`src/rtl/pc_sequencer.sv`:
```
// Program-counter sequencer: holds the PC, hands it to fetch over valid/ready, and steps it
// once per instruction (trap > branch > return > sequential). Define PC_RAS_EN for the return-address stack.
module pc_sequencer #(
  parameter int              XLEN      = 32,
  parameter logic [XLEN-1:0] RESET_PC  = '0,
  parameter int              PC_STEP   = 4,
  parameter int              RAS_DEPTH = 4
) (
  input  logic            clk,
  input  logic            rst_n,
  input  logic            next_pc_make,
  input  logic            branch,
  input  logic [XLEN-1:0] branch_pc,
  input  logic            call,
  input  logic            ret,
  input  logic            trap,
  input  logic [XLEN-1:0] trap_pc,
  input  logic            stall,
  output logic            fetch_valid,
  input  logic            fetch_ready,
  output logic [XLEN-1:0] pc,
  output logic            misalign,
  output logic            ras_empty
);

  typedef enum logic {ST_ISSUE, ST_WAIT} state_t;

  localparam logic [XLEN-1:0] STEP = XLEN'(PC_STEP);

  state_t          state;
  logic [XLEN-1:0] seq_pc;
  logic [XLEN-1:0] next_pc;
  logic [XLEN-1:0] ras_top;
  logic            br_misaligned;
  logic            ret_hit;
  logic            ret_fall;
  logic            accept;

  assign seq_pc        = pc + STEP;
  assign br_misaligned = branch && (PC_STEP == 4) && (branch_pc[1:0] != 2'b00);
  assign accept        = (state == ST_WAIT) && next_pc_make && !stall && !trap && !br_misaligned;

`ifdef PC_RAS_EN
  localparam int AW = (RAS_DEPTH > 1) ? $clog2(RAS_DEPTH) : 1;

  logic [XLEN-1:0] ras_mem [RAS_DEPTH];
  logic [AW-1:0]   ras_sp;
  logic [AW:0]     ras_cnt;
  logic [AW-1:0]   ras_top_idx;
  logic            ras_push;

  assign ras_top_idx = ras_sp - 1'b1;
  assign ras_top     = ras_mem[ras_top_idx];
  assign ras_empty   = (ras_cnt == '0);
  assign ret_hit     = ret && !ras_empty;
  assign ret_fall    = ret && ras_empty;
  assign ras_push    = branch && call;

  // Circular stack: when full, a push lands on the oldest slot and the count saturates.
  always_ff @(posedge clk) begin
    if (!rst_n || trap) begin
      ras_sp  <= '0;
      ras_cnt <= '0;
    end else if (accept) begin
      if (ras_push && ret_hit) begin
        ras_mem[ras_top_idx] <= seq_pc;
      end else if (ras_push) begin
        ras_mem[ras_sp] <= seq_pc;
        ras_sp          <= ras_sp + 1'b1;
        if (ras_cnt != (AW+1)'(RAS_DEPTH))
          ras_cnt <= ras_cnt + 1'b1;
      end else if (ret_hit) begin
        ras_sp  <= ras_top_idx;
        ras_cnt <= ras_cnt - 1'b1;
      end
    end
  end
`else
  logic unused_ras_in;

  assign unused_ras_in = call ^ ret;
  assign ras_top       = '0;
  assign ras_empty     = 1'b1;
  assign ret_hit       = 1'b0;
  assign ret_fall      = 1'b0;
`endif

  always_comb begin
    next_pc = seq_pc;
    if (branch)
      next_pc = branch_pc;
    else if (ret_hit)
      next_pc = ras_top;
    else if (ret_fall)
      next_pc = branch_pc;
  end

  always_ff @(posedge clk) begin
    if (!rst_n) begin
      pc          <= RESET_PC;
      state       <= ST_ISSUE;
      fetch_valid <= 1'b1;
      misalign    <= 1'b0;
    end else if (trap) begin
      pc          <= trap_pc;
      state       <= ST_ISSUE;
      fetch_valid <= 1'b1;
      misalign    <= 1'b0;
    end else if (!stall) begin
      case (state)
        ST_ISSUE: begin
          if (fetch_ready) begin
            state       <= ST_WAIT;
            fetch_valid <= 1'b0;
          end
        end
        ST_WAIT: begin
          // A misaligned taken branch is rejected: PC stays put and the core must trap out.
          if (next_pc_make) begin
            if (br_misaligned) begin
              misalign <= 1'b1;
            end else begin
              pc          <= next_pc;
              state       <= ST_ISSUE;
              fetch_valid <= 1'b1;
            end
          end
        end
      endcase
    end
  end

  // The pc must not move under a live fetch unless a trap redirects it.
  property p_pc_stable_while_valid;
    @(posedge clk) disable iff (!rst_n)
      (fetch_valid && !trap) |=> (rst_n == 1'b0) || ($past(trap)) || (pc == $past(pc));
  endproperty
  a_pc_stable_while_valid: assert property (p_pc_stable_while_valid);

endmodule
```
`config.mk`:
```
export PLATFORM = sky130hd
export DESIGN_NAME = pc_sequencer
export DESIGN_NICKNAME = d
export VERILOG_FILES = /design/src/rtl/pc_sequencer.sv
export SDC_FILE = /design/constraint.sdc
export NUM_CORES = 1
export LEC_CHECK = 0
export CAP_MARGIN = 20
export CORE_MARGIN = 10
export CORE_UTILIZATION = 35
export DETAILED_ROUTE_END_ITERATION = 12
export PLACE_DENSITY = 0.67
export SKIP_LAST_GASP = 1
export SYNTH_ARGS = -nofsm -noshare
export SYNTH_HDL_FRONTEND = slang
export SYNTH_SLANG_ARGS = --single-unit
```
`constraint.sdc`:
```
create_clock -name clk -period 2.1 [get_ports clk]
set_input_delay 0.42 -clock clk [delete_from_list [all_inputs] [get_ports clk]]
set_output_delay 0.42 -clock clk [all_outputs]
set_load 0.02 [all_outputs]
```
Yosys cells after proc, flatten, opt, wreduce, memory -nomap -nowiden
Cells that the tools add are included.
{ "word_totals": {"reg_bits": 35, "latch_bits": 0, "ramBits": 0, "rom_bits": 0, "inputBits": 73, "wordCells": 35, "n_memories": 0} }
{ "op_classes": {"add_sub_neg": 1, "n_mul": 0, "div_mod_pow": 0, "n_lt_le_gt_ge": 0, "n_eq_ne": 5, "n_shift": 0, "n_mux": 14, "bitwise_logic": 3, "n_reduce_logical": 8} }
{ "ops": {"columns": ["operator", "n"], "rows": [
  ["two-way mux 32 bit", 6],
  ["adder 32 x 3 -> 32 bit, second input constant", 1],
  ["AND reduction 4 bit", 3],
  ["inequality test 2 bit, second input constant", 5],
  ["two-way mux 1 bit", 6],
  ["nonzero test 2 bit", 3],
  ["one-hot mux 1 bit (2 select lines)", 2],
  ["NOT 1 bit", 3],
  ["OR reduction 2 bit", 1],
  ["logical AND 1 bit", 1]
]} }

Depth between registers and ports, before layout
Gate-level depths: netlist (run 1).
{ "depth": {"depth_word": 7, "mapped_depth": 8} }

Worst setup path before layout (run 1)
OpenSTA, ideal clock, no wires.
{ "synth_timing": {"path_type": "register to register", "startpoint": "register pc[2]", "endpoint": "register pc[24]", "t_arrival_ps": 1928, "required_time_ps": 1958, "path_slack_ps": 30, "stages_incl_launch_ff": 7, "synth_period_minus_slack_ps": 2070, "path_cell_list": "dfxtp_1 -> ha_1 -> nand4_4 -> or2_1 -> nor4b_2 -> mux2i_1 -> a41oi_2"} }
{ "synth_via": {"elab_chain_cells": 7} }
{ "synth_lines": {"columns": ["item", "line_no", "source"], "rows": [
  ["start: declaration", "21", "output logic [XLEN-1:0] pc,"],
  ["start signal: assignment", "105", "pc <= trap_pc;"],
  ["start signal: assignment", "123", "pc <= next_pc;"],
  ["adder 32 x 3 -> 32 bit", "39", "assign seq_pc = pc + STEP;"],
  ["two-way mux 32 bit", "90", "if (branch)"],
  ["two-way mux 32 bit", "120", "if (br_misaligned) begin"],
  ["two-way mux 32 bit", "119", "if (next_pc_make) begin"],
  ["two-way mux 32 bit", "110", "case (state)"],
  ["two-way mux 32 bit", "109", "end else if (!stall) begin"],
  ["two-way mux 32 bit", "104", "end else if (trap) begin"]
]} }
No other way between the ends. The select of a mux whose other input is x is not followed.
A chain may end at the register's enable or synchronous reset.

Worst setup path in the final report (run 1)
Ends and elaborated chain as after synthesis.

==> run summary, run 1 <==
* run status: finished clean
* number of warnings issued by yosys: 0
* static leakage: 0.001499 uW
* type of the worst setup path: flop to flop
* post-cts resize count: 0
* number of global-route vias before repair: 3098
* Num Clock Sinks: 35
* number of max-slew violations in the final report: 0
* Worst Clk Skew: 0.007369 ns
* worst min-delay path class: flop to flop
* hold_buf cts: 0
* number of setup buffers added after CTS: 0
* net count of the mapped netlist: 416
* met3 usage in global routing: 5.629%
* RePlAce Congestion: 0.8831
* number of DRC markers in iteration 0: 247
* post-detailed-routing wire length: 10.27 mm
* wire per inst: 18.20 um
* antenna diode instance count: 0
* number of hold-slack violations in the final timing report: 0
* growth of design area from synthesis to finish: 54.74%
* tightest slew margin relative to the limit: 66.69%
* gr ovfl total: 0
* Clock H-tree levels: 2
* placeable core region: 7253 um2
* r2r startpoint: pc[2]$_SDFFE_PN0P_
* Worst Setup SP: pc[2]$_SDFFE_PN0P_
* number of iterations in the first detailed-routing pass: 5
* number of buffers on the longest clock path: 2
* global-route wire length before repair: 16.24 mm
* element type at the critical path start: flop
* proportion of layout cells with a drive suffix above 1: 14.19%
* final critical-path setup slack: 0.06175 ns
* Clock Latency Late Sink: 0.29 ns
* count of pins on the block boundary: 108
* Vias/cell: 5.605
* Root Driver: clkbuf_8
* TritonCTS clock tree: built
* library cells used by synthesis: 69
* die extent in x: 106.6 um
* required time reported for the critical path endpoint: 2.26 ns
* Top FF cell, synth: dfxtp_1
* number of I/O port buffers: 104
* minimum clock period after layout: 2.038 ns
* RSZ-0062 raised after global routing: true
* async set or reset register ratio after synthesis: 0%
* crit share post-route: 97.06%
* final-report setup violation count: 0
* Slew @ Worst Pin: 0.4959 ns
* maximum number of pins on one net before global-route repair: 27
* antenna violations before repair: 0
* achievable clock frequency: 0.4906 GHz
* overall track demand over capacity in global routing: 17.28%
* post-synthesis instance area: 2624 um2
* highest ir drop seen on vdd: 247.5 uV
* setup slack at placement: -0.2007 ns
* flip-flop and latch count after synthesis: 35
* Avg Cell Area, Syn: 7.672 um2
* synthesized instance count: 342
* MaxCap Viol Count: 0
* worst-path fanout max: 8
* clock transition at the register clock pins on the worst setup and hold paths after CTS: 0.07 ns
* clock buffer count from CTS: 5
* sequential element share of the synthesized area: 26.70%
* most frequent cells in the layout: clkdlybuf4s50_1 (104), nand2_1 (45), buf_4 (36)
* startpoint of the worst hold path: misalign$_SDFFE_PP0P_
* estimated wirelength of the detail-placed design: 7.966 mm
* grt met1 use: 21.36%
* floorplan die area: 11360 um2
* total via count in the routed design: 3161
* Most Used Layer, Global Route: met2
* Die Ht: 106.6 um
* Initial Utilization: 36.17%
* Post-synth EDFFs: 0
* number of cell rows: 31
* power density over the cells: 456.9 nW/um2
* arrival time at the worst endpoint: 2.20 ns
* most frequent standard cell in the layout excluding fill and tap cells: clkdlybuf4s50_1
* CP endpoint kind: flop
* net count reported at finish: 538
* DRC violation count after routing: 0
* Antenna Violating Nets Remaining: 0
* global-route track usage on met2: 28.53%
* Util after Layout: 55.98%
## synthesized netlist by cell type, drive strengths merged, types with 3 or more instances
cell,count,area share [%]
a211oi,4,1.1
a21oi,17,3.2
a221oi,3,1.0
a311oi,3,1.0
a31oi,9,2.1
and3,11,2.6
and4,4,1.4
buf,15,3.9
clkbuf,12,2.2
dfxtp,35,27
inv,6,0.86
mux2i,6,2.3
nand2,45,6.4
nand2b,4,0.95
nand3,19,4.0
nand4,7,2.7
nor2,27,3.9
nor3,16,3.4
nor4,10,4.2
o211ai,4,1.1
o21ai,27,5.2
o31ai,3,0.86
o32ai,4,1.3
or3,3,0.72
xnor2,3,1.0
xor2,6,2.0
## per-layer routing
layer,part of all wire (%),vias up,wire [um]
met5,0,-,0
met4,0.91,0,93
met3,8.2,9,845
met2,47,130,4874
met1,43,1489,4452
li1,-,1533,-
## stage by stage
step / area (um2) / cells / hold WS [ns] / power, uW / TNS [ns]
after floorplan: 2624 / 342 / 0.4480 / 997.0 / 0
after global placement: 3950 / 556 / 0.4500 / 1300 / -0.6859
after detailed placement: 3950 / 556 / 0.4527 / 1307 / -1.458
after CTS: 4050 / 564 / 0.4698 / 1860 / 0
after global routing: 4060 / 564 / 0.5042 / 1941 / -0.04160
final: 4060 / 564 / 0.4663 / 1855 / 0
## kinds of logic (layout without fill, tap and decap cells)
group | after synthesis | count (layout) | synth area share [%]
other cells | 1 | 1 | 0.1429
fa+ha+maj | 1 | 1 | 0.4768
buf+inv | 35 | 158 | 7.439
compound gates | 98 | 98 | 25.85
mux | 8 | 8 | 3.147
flops | 35 | 35 | 26.70
simple gates | 155 | 155 | 33.24
xor+xnor | 9 | 9 | 3.004
## area by class of cell
cell class | count | area, um2
clock buffer | 8 | 100.1
inverter | 7 | 26.28
sequential | 35 | 700.7
fill | 679 | 3193
multi-input combinational | 272 | 1738
timing repair buffer | 143 | 1371
tap | 99 | 123.9
## final timing paths
check	to	slack, ns	depth (start not counted)
min	misalign$_SDFFE_PP0P_	0.47	1
max	pc[24]$_SDFFE_PN0P_	0.06	6
min reg2reg	misalign$_SDFFE_PP0P_	0.47	1
max reg2reg	pc[24]$_SDFFE_PN0P_	0.06	6
## worst max-delay path, cell delays in order, from the launching register on
cell and delay, ns:
dfxtp_1 0.35, ha_1 0.29, nand4_4 0.22, or2_1 0.33, nor4b_4 0.34, mux2i_1 0.25
a41oi_2 0.13
## where the power goes
group	internal (uW)	switching [uW]	total, uW	leakage [uW]
clock	300	260	560	0.0000515
combinational	295	247	541	0.00116
sequential	704	49.0	753	0.000289
total	1300	556	1850	0.00150
## registers in the layout (all words and copies together), names as in the netlist
name and count:
pc 32, fetch_valid 1, misalign 1, state 1
Power figures use the tool's default switching activity.
==> run 2, diff against run 1 <==
--- a/config.mk
+++ b/config.mk
@@ -11,6 +11,7 @@
 export DETAILED_ROUTE_END_ITERATION = 12
 export PLACE_DENSITY = 0.67
 export SKIP_LAST_GASP = 1
+export SLEW_MARGIN = 20
 export SYNTH_ARGS = -nofsm -noshare
 export SYNTH_HDL_FRONTEND = slang
 export SYNTH_SLANG_ARGS = --single-unit
==> results of run 2 <==
The final DEF is identical to that of run 1; final timing and power are the same.
